### src/rtl/load_store_unit.sv
// rtl/load_store_unit.sv - byte/half/word load-store front end for the 4096x32 data memory
// Optional misalignment trap: define LSU_MISALIGN_TRAP_EN.
module load_store_unit #(
    parameter int ADDR_W = 14,
    parameter int DATA_W = 32
) (
    input  logic              clk,
    input  logic              rst,
    input  logic              req_valid,
    output logic              req_ready,
    input  logic              req_we,
    input  logic [1:0]        req_size,
    input  logic              req_unsigned,
    input  logic [ADDR_W-1:0] req_addr,
    input  logic [DATA_W-1:0] req_wdata,
    output logic              resp_valid,
    output logic [DATA_W-1:0] resp_rdata,
    output logic              resp_err,
    output logic [ADDR_W-3:0] mem_a,
    output logic [DATA_W-1:0] mem_d,
    output logic              mem_we,
    output logic [ADDR_W-3:0] mem_dpra,
    input  logic [DATA_W-1:0] mem_dpo
);

`ifdef LSU_MISALIGN_TRAP_EN
    typedef enum logic [1:0] {S_IDLE, S_RD, S_WR, S_ERR} state_t;
`else
    typedef enum logic [1:0] {S_IDLE, S_RD, S_WR} state_t;
`endif

    state_t              state, next_state;
    logic [ADDR_W-1:0]   addr_q;
    logic [1:0]          size_q;
    logic                uns_q;
    logic                we_q;
    logic [DATA_W-1:0]   wd_q;
    logic [7:0]          byte_lane;
    logic [15:0]         half_lane;
    logic [DATA_W-1:0]   load_data;
    logic [DATA_W-1:0]   merged;
    logic                misaligned;

    assign misaligned = (req_size == 2'b01 && req_addr[0]) ||
                        (req_size[1] && req_addr[1:0] != 2'b00);

    assign req_ready = (state == S_IDLE);
    assign mem_dpra  = addr_q[ADDR_W-1:2];
    assign mem_a     = addr_q[ADDR_W-1:2];
    assign mem_d     = wd_q;
    assign mem_we    = (state == S_WR) && !rst;

    // Lane extraction; half lanes use addr[1] only, which also force-aligns odd halves
    always_comb begin
        byte_lane = 8'h00;
        case (addr_q[1:0])
            2'd0:    byte_lane = mem_dpo[7:0];
            2'd1:    byte_lane = mem_dpo[15:8];
            2'd2:    byte_lane = mem_dpo[23:16];
            default: byte_lane = mem_dpo[31:24];
        endcase
        half_lane = addr_q[1] ? mem_dpo[31:16] : mem_dpo[15:0];
        load_data = mem_dpo;
        case (size_q)
            2'b00:   load_data = uns_q ? {24'h0, byte_lane} : {{24{byte_lane[7]}}, byte_lane};
            2'b01:   load_data = uns_q ? {16'h0, half_lane} : {{16{half_lane[15]}}, half_lane};
            default: load_data = mem_dpo;
        endcase
    end

    always_comb begin
        merged = mem_dpo;
        if (size_q == 2'b00) begin
            case (addr_q[1:0])
                2'd0:    merged[7:0]   = wd_q[7:0];
                2'd1:    merged[15:8]  = wd_q[7:0];
                2'd2:    merged[23:16] = wd_q[7:0];
                default: merged[31:24] = wd_q[7:0];
            endcase
        end else if (size_q == 2'b01) begin
            if (addr_q[1]) merged[31:16] = wd_q[15:0];
            else           merged[15:0]  = wd_q[15:0];
        end
    end

    always_comb begin
        next_state = state;
        case (state)
            S_IDLE: begin
                if (req_valid) begin
`ifdef LSU_MISALIGN_TRAP_EN
                    if (misaligned)                 next_state = S_ERR;
                    else if (req_we && req_size[1]) next_state = S_WR;
                    else                            next_state = S_RD;
`else
                    if (req_we && req_size[1]) next_state = S_WR;
                    else                       next_state = S_RD;
`endif
                end
            end
            S_RD:    next_state = we_q ? S_WR : S_IDLE;
            S_WR:    next_state = S_IDLE;
            default: next_state = S_IDLE;
        endcase
    end

    always_ff @(posedge clk) begin
        if (rst) begin
            state      <= S_IDLE;
            addr_q     <= '0;
            size_q     <= '0;
            uns_q      <= 1'b0;
            we_q       <= 1'b0;
            wd_q       <= '0;
            resp_valid <= 1'b0;
            resp_rdata <= '0;
        end else begin
            state      <= next_state;
            resp_valid <= 1'b0;
            case (state)
                S_IDLE: begin
                    if (req_valid) begin
                        addr_q <= req_addr;
                        size_q <= req_size;
                        uns_q  <= req_unsigned;
                        we_q   <= req_we;
                        wd_q   <= req_wdata;
                    end
                end
                S_RD: begin
                    if (we_q) begin
                        wd_q <= merged;
                    end else begin
                        resp_valid <= 1'b1;
                        resp_rdata <= load_data;
                    end
                end
                S_WR: begin
                    resp_valid <= 1'b1;
                    resp_rdata <= '0;
                end
                default: begin
                    resp_valid <= 1'b1;
                    resp_rdata <= '0;
                end
            endcase
        end
    end

`ifdef LSU_MISALIGN_TRAP_EN
    always_ff @(posedge clk) begin
        if (rst) resp_err <= 1'b0;
        else     resp_err <= (state == S_ERR);
    end
`else
    assign resp_err = 1'b0;
    logic unused_misaligned;
    assign unused_misaligned = misaligned;
`endif

endmodule
### config.mk
export PLATFORM = sky130hd
export DESIGN_NAME = load_store_unit
export DESIGN_NICKNAME = d
export VERILOG_FILES = /design/src/rtl/load_store_unit.sv
export SDC_FILE = /design/constraint.sdc
export NUM_CORES = 1
export LEC_CHECK = 0
export ABC_AREA = 0
export BUFFER_PORTS_ARGS = -buffer_cell sky130_fd_sc_hd__buf_2
export CAP_MARGIN = 20
export CORE_MARGIN = 3
export CORE_UTILIZATION = 49
export DETAILED_ROUTE_END_ITERATION = 7
export PLACE_DENSITY = 0.81
export SYNTH_ARGS = -nofsm -noshare
export SYNTH_HDL_FRONTEND = slang
export SYNTH_SLANG_ARGS = --single-unit
### constraint.sdc
create_clock -name clk -period 1.86 [get_ports clk]
set_input_delay 0.093 -clock clk [delete_from_list [all_inputs] [get_ports clk]]
set_output_delay 0.093 -clock clk [all_outputs]
set_load 0.02 [all_outputs]
* Word-level counts from Yosys, hierarchy flattened
Cells that the tools add are included.
** Cells by class
- Equal/unequal tests :: 10
- Multiplexer cells :: 24
- Bitwise gates (word level) :: 1
- Reduce and logical (&&, ||, !) cells :: 13
** Operators with widths (number)
- $mux 32 :: 7
- $pmux 32 s2 :: 3
- $mux 16 :: 3
- $mux 8 :: 4
- $pmux 8 s3 :: 1
- $eq 2x1->1 const B :: 3
- $logic_not 2->1 :: 3
- $mux 2 :: 3
- $ne 2x2->1 const B :: 3
- $reduce_and 5->1 :: 1
- $eq 2x2->1 const B :: 2
- $ne 4x4->1 const B :: 1
- $pmux 2 s2 :: 1
- $reduce_and 2->1 :: 2
- $reduce_and 4->1 :: 1
- $ne 3x3->1 const B :: 1
- $reduce_and 3->1 :: 1
- $reduce_or 3->1 :: 1
- $logic_and 1x1->1 :: 2
- $pmux 1 s2 :: 1
- $reduce_bool 2->1 :: 1
- $logic_not 1->1 :: 1
- $mux 1 :: 1
- $not 1->1 :: 1
** Storage, ports and cells
- Flip-flop bits (word level) :: 85
- Input port bits :: 85
- Output and inout port bits :: 92
- Logic and storage cells :: 58

* Logic depth before layout (Yosys ltp)
Gate-level depths: netlist of run 1.
- Depth in word-level cells :: 6
- Mapped depth :: 7
- Mapped depth without buffers :: 4

* Worst setup path before layout of run 1
OpenSTA, ideal clock, no wires.
- Path kind :: flip-flop to flip-flop
- Start :: register addr_q[1]
- End :: register resp_rdata[16]
- Setup time :: 123 ps
- Arrival :: 1552 ps
- Data required time :: 1737 ps
- Slack :: 186 ps
- Cell stages (with the launch flop) :: 6
- Path buffers :: 1
- Period minus slack after synthesis :: 1674 ps
- Cell sequence :: dfxtp_1 mux4_1 nand2b_1 a2111oi_4 buf_6 a221o_2
** Between the ends
- Word-level cells in the longest chain between the ends :: 6
- Elaborated cells on any way between the ends :: 10
- Those cells by class :: eq/ne: 2; mux: 7; reduce/logical: 1
** RTL lines
- start, declared :: line 33 : logic [ADDR_W-1:0] addr_q;
- start signal, assigned :: line 123 : addr_q <= req_addr;
- $eq 2x2->1 (tied with other cells) :: line 56 : case (addr_q[1:0])
- $pmux 8 s3 :: line 56
- $mux 32 :: line 65 : 2'b00: load_data = uns_q ? {24'h0, byte_lane} : {{24{byte_lane[7]}}, byte_lane};
- $pmux 32 s2 * :: line 64 : case (size_q)
- $mux 32 * :: line 131 : if (we_q) begin
- $pmux 32 s2 * :: line 120 : case (state)
- end signal, assigned :: line 135 : resp_rdata <= load_data;
- end, declared :: line 17 : output logic [DATA_W-1:0] resp_rdata,
Every way passes the cells marked *; elsewhere a longest branch is shown, timed or not. The select of a mux whose other input is x is not followed.
A chain may end at the register's enable or synchronous reset.

* Worst setup path after layout of run 1
- Start :: register addr_q[1]
- End :: register resp_rdata[19]
Same word-level chain as after synthesis.

==> results of run 1 <==
-- layout make-up --
class / count / share of cell area (%)
clock inverters: 6 / 0.771
multi-input cells: 358 / 39.8
repair buffers: 243 / 25.6
well taps: 105 / 2.25
flip-flops and latches: 85 / 29.1
inverters: 2 / 0.129
clock buffers: 10 / 2.36
-- cell families (layout without fill, tap and decap cells) --
kind of cell | after synthesis | after routing
buf+inv | 72 | 261
flops | 85 | 85
compound gates | 171 | 171
simple gates | 168 | 168
other cells | 1 | 1
mux | 18 | 18
-- layer usage --
layer  vias to the layer above  share of wire, %
met2                       362                47
met3                        70                11
met5                         -                 0
met4                         0               4.1
li1                       2241                 -
met1                      2316                38
-- timing repair --
action	CTS	global route
endpoints found under the setup margin	30	30
pin swaps	1	0
endpoints found under the hold margin	30	0
hold buffers	30	0
resized for setup	2	8
buffers inserted	2	0
-- flip-flops by register name, summed over array words and instances, names as in the netlist --
register / flops
resp_rdata: 32
we_q: 1
size_q: 2
uns_q: 1
mem_d: 32
state: 2
resp_valid: 1
addr_q: 14
-- power groups by stage --
stage | Combinational (mW) | Sequential [mW] | Clock (mW)
2_1_floorplan | 0.574 | 2.18 | 0
3_3_place_gp | 1.04 | 2.08 | 0
3_5_place_dp | 1.07 | 2.09 | 0
4_1_cts | 1.13 | 2.05 | 1.25
5_1_grt | 1.24 | 2.07 | 1.34
6_report | 1.16 | 2.05 | 1.24
-- critical path: stages, from the launching register on --
cell and delay, ns:
dfxtp_1 0.40, mux4_2 0.55, nand2b_1 0.18, a2111oi_4 0.10
buf_4 0.19, a221o_2 0.30
-- per-stage QoR --
stage	utilization, %	hold WS, ns	TNS [ns]
2_1_floorplan	-	0.192	0
3_3_place_gp	62.7	0.319	0
3_5_place_dp	62.7	0.324	-0.555
4_1_cts	68.7	0.00299	0
5_1_grt	69.0	0.000330	-0.0511
6_report	69.0	0.00252	0
-- how the worst min path moves through the flow --
stage	start	endpoint	cells after the start
6_report	mem_dpo[19]	resp_rdata[19]	2
5_1_grt	mem_dpo[19]	resp_rdata[19]	2
4_1_cts	req_wdata[6]	mem_d[6]	3
3_5_place_dp	req_we	state[0]	2
3_3_place_gp	req_we	state[0]	2
2_1_floorplan	req_we	state[0]	1
-- cell usage after synthesis (all sizes together), types with 4 or more instances --
master    n  share of area [%]
a211oi    8                1.4
a21oi    22                2.6
mux2      9                2.4
dfxtp    85                 39
a311oi    8                1.6
nor2     33                2.8
buf      49                7.4
clkbuf   21                1.8
a22o     24                4.8
a32oi     6                1.2
nand2b    8                1.3
nand3     9                1.0
a311o     6                1.4
a32o     11                2.5
nand2   103                8.9
a221o    22                5.3
a221oi    4                1.2
mux2i     8                1.8
a31oi     8                1.1
o21ai    40                4.5
==> summary.md, run 1 <==
| Metric | Value |
|---|---|
| Die X | ~100 um |
| Setup crit start | addr_q[1] |
| Mux cell area share after synthesis | 4.80% |
| # H-tree levels | 3 |
| Synth warn | 0 |
| Skew final | 0.00889 ns |
| Fillers | roughly 680 |
| Min Clock Period, post-route | around 1.8 ns |
| Period Utilization, post-route | 98.3% |
| Worst setup path endpoint | resp_rdata[19] |
| Routed WL | 15600 um |
| Net Sw Frac | approximately 34% |
| Cells after Synth | between 500 and 600 |
| Die ar. | 10200 um2 |
| Global-route wire length before repair | 23800 um |
| Register share of total power | 46.0% |
| DR DRC count | 0 |
| Compound-gate portion of the synthesized area | 30.1% |
| Area of the mapped netlist | around 4400 um2 |
| Post-synth top flop | dfxtp_1 |
| M2 GR Usage | approximately 48% |
| ANT cells | 0 |
| Area delta synth->final | 32.6% |
| Max VDD drop | roughly 0.39 mV |
| Clk pwr share | 27.9% |
| Outcome | complete, no violations |
| Post-synthesis sequential area ratio | 38.6% |
| Sink Count | 85 |
| RR Startpoint | addr_q[1] |
| Layout net count | 784 |
| CTS Root Cell | clkbuf_8 |
| P per Cell Area | 763 nW/um2 |
| Initial antenna violation count | 0 |
| Vias in the first global route | roughly 4600 |
| Crit path DAT | 2.08 ns |
| Skew-Pair Late Insertion Delay | 0.36 ns |
| Leakage | roughly 2.7 nW |
| Met1 usage | 38.2% |
| Number of synthesized flops with an enable pin | 0 |
| Total CTS buffers | 9 |
| Post-Synth XOR/XNOR Area | 0% |
| Comb pwr share | 26.1% |
| Largest net degree at the start of global routing | 29 |
| GRT busiest layer | met2 |
| Psw | 1.50 mW |
| Tot GR Track Use | between 20 and 30% |
| Die H | 101 um |
| CP Launch Type | flip-flop |
| Final Cell Area | a little under 6000 um2 |
| Initial core utilization | 52.1% |
| Design Power | 4.46 mW |
| R2R depth | 5 |
| Worst hold path class | in -> reg |
| TritonCTS clock tree | done |
| Adder-Cell Fraction of Synth Area | 0% |
| Placeable Area | approximately 8500 um2 |
| Area occupied by multi-input gates | 2320 um2 |
| Placed cell count | 760 |
| Most frequent cells in the layout | 175 x buf_2, 101 x nand2_1, 85 x dfxtp_1, 35 x o21ai_0, 34 x buf_4 |
| Post-Layout Cell Count | 809 |
| Avg WL per Cell | 19.3 um |
| Final setup margin | 0.0318 ns |
| CTS max path bufs | 2 |
| CP max FO | 11 |
| Final hold vios | 0 |
| RR Endpoint | resp_rdata[19] |
| Worst Setup End Kind | flip-flop |
| Reg2Reg Setup Slack | 0.03 ns |
| Clk slew on worst S/H paths | 0.09 ns |
| DRT iter0 DRCs | 514 |
| Placer congestion estimate | between 0.9 and 1 |
| DRT antenna net count | 0 |
| Post-Synth Simple-Gate Area | 17.0% |
| Setup WS pre-CTS | -0.0570 ns |
| Met3 GRT Util | 5.81% |
| Synth unique cells | 49 |
| Number of synthesized register bits | between 80 and 90 |
| Synthesized area per cell | roughly 8.6 um2 |
| PortBufs | 175 |
| DPL Wire Length | 11300 um |
| I/O pin count | 177 |
| Fraction of layout cells with a size suffix above 1 | 37.9% |
| Max-cap viol count | 0 |
| Setup Viol. Count Final | 0 |
| Unrepaired setup endpoints after global routing | yes |
| Largest family of logic cells by synthesized area | compound AO/OA/AOI/OAI gates |
| Most common cell after layout, fill and taps aside | buf_2 |
| Grt ovf | 0 |
| Syn nets | 600 |
| Worst EP required | about 2.1 ns |
| Vias | 4989 |
| Path type of the worst setup path | reg -> reg |
| Max Clk Rate | 547 MHz |
| Post-DP Area | 5310 um2 |
| Storage cell area | 1700 um2 |
| Internal power | 2.95 mW |
| Async set or reset register ratio after synthesis | 0% |
| Vias/cell | approximately 6.2 |
| Drt first pass iters | 5 |
| Rel. slew slack | roughly 48% |
| # rows | 33 |
| Least-Margin Pin Slew | 0.778 ns |
| Slew Viols, Final | 0 |
Power figures use the tool's default switching activity.
==> inputs of run 2 (changes only) <==
Settings changed: CORE_ASPECT_RATIO set to 0.8, CTS_CLUSTER_DIAMETER set to 60, CTS_CLUSTER_SIZE set to 8.
==> run 2 against run 1 <==
Routed wire length fell by 1.5%; clock power rose by 69%; non-clock buffer count fell by 22; cell area fell by 0.56%; critical endpoint is now resp_rdata[21].
==> summary.md, run 2 (synthesis results as in run 1) <==
| Metric | Value |
|---|---|
| Worst hold path class | in -> reg |
| Vias in the first global route | 4503 (-2.7%) |
| Layout net count | 762 (-2.8%) |
| Setup Viol. Count Final | 0 (unchanged) |
| TritonCTS clock tree | done |
| Crit path largest cell delay | 0.61 ns (+0.06 ns) |
| Die X | 112 um (+11%) |
| Vias | 4853 (-2.7%) |
| Drt first pass iters | 5 (unchanged) |
| Skew-Pair Late Insertion Delay | 0.34 ns (-0.02 ns) |
| Slew Viols, Final | 0 (unchanged) |
| Max Clk Rate | 554 MHz (+1.2%) |
| Unrepaired setup endpoints after global routing | no |
| Crit-path cells | mux4_1 > nand2b_1 > a2111oi_4 > buf_4 > a221o_2 |
| Grt ovf | 0 (unchanged) |
| Die H | 90.8 um (-9.9%) |
| Vias/cell | 6.11 (-0.89%) |
| DR DRC count | 0 (unchanged) |
| CP Launch Type | flip-flop |
| Skew final | 0.00626 ns (-0.00263 ns) |
| Placeable Area | 8630 um2 (+2.0%) |
| Least-Margin Pin Slew | 0.634 ns (-0.143 ns) |
| DRT antenna net count | 0 (unchanged) |
| Final setup margin | 0.0541 ns (+0.0223 ns) |
| Min Clock Period, post-route | 1.81 ns (-0.0223 ns) |
| Period Utilization, post-route | 97.1% (-1.2 points) |
| Setup TNS | 0 ns (unchanged) |
| Crit path buffers/inverters | 1 (unchanged) |
| Tot GR Track Use | 29.2% (-0.76 points) |
| Setup WS pre-CTS | -0.0683 ns (-0.0113 ns) |
| DPL Wire Length | 11400 um (+1.7%) |
| Most common cell after layout, fill and taps aside | buf_2 |
| Fraction of layout cells with a size suffix above 1 | 38.0% (+0.050 points) |
| Routed WL | 15300 um (-1.5%) |
| Outcome | complete, no violations |
| Family with the most delay on the worst path | multiplexers |
| Initial core utilization | 51.0% (-1.0 points) |
| Max-cap viol count | 0 (unchanged) |
| Initial antenna violation count | 0 (unchanged) |
| Clk slew on worst S/H paths | 0.06 ns (-0.03 ns) |
| CTS max path bufs | 2 (unchanged) |
| Avg WL per Cell | 19.3 um (+0.35%) |
| Slowest stage cell, crit path | mux4_1 |
| Most frequent cells in the layout | 175 x buf_2, 101 x nand2_1, 84 x dfxtp_1, 35 x o21ai_0, 31 x nor2_1 |
| Max VDD drop | 0.690 mV (+76%) |
| P per Cell Area | 907 nW/um2 (+19%) |
| DRT iter0 DRCs | 461 (-10%) |
| Final hold vios | 0 (unchanged) |
| CTS Root Cell | clkbuf_16 |
| # rows | 30 (-9.1%) |
| Leakage | 2.67 nW (-0.42%) |
| I/O pin count | 177 (unchanged) |
| Worst EP required | 2.09 ns (-0.03 ns) |
| Total CTS buffers | 9 (unchanged) |
| Sink Count | 85 (unchanged) |
| Fillers | 710 (+5.0%) |
| Final core utilization | 67.3% (-1.7 points) |
| Worst Setup End Kind | flip-flop |
| Rel. slew slack | 57.7% (+9.7 points) |
| Area delta synth->final | 31.8% |
| Placer congestion estimate | 0.963 (+0.30%) |
| CP max FO | 8 (-3) |
| ANT cells | 0 (unchanged) |
| Die ar. | 10200 um2 (about the same) |
| Global-route wire length before repair | 24000 um (+0.84%) |
| Largest net degree at the start of global routing | 33 (+14%) |
| Area occupied by multi-input gates | 2320 um2 (-0.27%) |
| Crit path DAT | 2.03 ns (-0.05 ns) |
| PortBufs | 175 (unchanged) |
| # H-tree levels | 3 (unchanged) |
| Storage cell area | 1700 um2 (about the same) |
| Path type of the worst setup path | reg -> reg |
## run 2: cell types whose count changed in the layout (fill, tap and decap cells not counted), moves of 2 or more
cell,previous run,this run
buf_4,34,30
buf_6,2,0
bufinv_16,0,3
clkbuf_16,0,9
clkbuf_8,10,1
dlygate4sd3_1,30,13
inv_6,2,0
## run 2: where the power goes
group          switching (mW)  internal [mW]
Combinational           0.671          0.444
Sequential              0.112           1.95
Clock                   0.750           1.35
Total                    1.53           3.74
## run 2: final timing paths
check	from	to	slack (ns)	depth (start not counted)
worst max-delay path	addr_q[1]	resp_rdata[21]	0.05	5
worst min-delay path	req_addr[12]	addr_q[12]	0.002	3
worst max register to register	addr_q[1]	resp_rdata[21]	0.05	5
worst min register to register	resp_rdata[10]	resp_rdata[10]	0.45	2
## run 2: timing repair
action | CTS | global route
resized for setup | 1 | 4
cloned | 0 | 0
buffers inserted | 2 | 0
setup endpoints to repair | 16 | 23
hold endpoints to repair | 12 | 0
pin swaps | 1 | 0
hold buffers | 13 | 0
## run 2: stage by stage
step / total power, mW / instance area, um2 / hold slack (ns) / std cells
2_1_floorplan: 2.76 / 4410 / 0.192 / 515
3_3_place_gp: 3.14 / 5300 / 0.314 / 763
3_5_place_dp: 3.17 / 5300 / 0.318 / 763
4_1_cts: 5.26 / 5790 / 0.0000502 / 794
5_1_grt: 5.45 / 5810 / 0.00939 / 794
6_report: 5.27 / 5810 / 0.00155 / 794
## run 2: final cells by class
class / count / area share (%)
Clock buffer: 10 / 4.11
Inverter: 2 / 0.129
Tap cell: 112 / 2.41
Clock inverter: 6 / 1.90
Timing Repair Buffer: 221 / 22.2
Sequential cell: 85 / 29.3
Multi-Input combinational cell: 358 / 39.9
## run 2: layer usage
layer	vias to the layer above	share of wire [%]	track usage, %
li1	2203	-	-
met1	2293	42	40.5
met2	323	45	45.3
met3	34	11	7.37
met4	0	1.9	8.01
met5	-	0	0
## run 2: worst register-to-register path, cell delays in order, from the launching register on
cell and delay (ns):
dfxtp_1 0.36, mux4_1 0.61, nand2b_1 0.15, a2111oi_4 0.09, buf_4 0.18, a221o_2 0.30
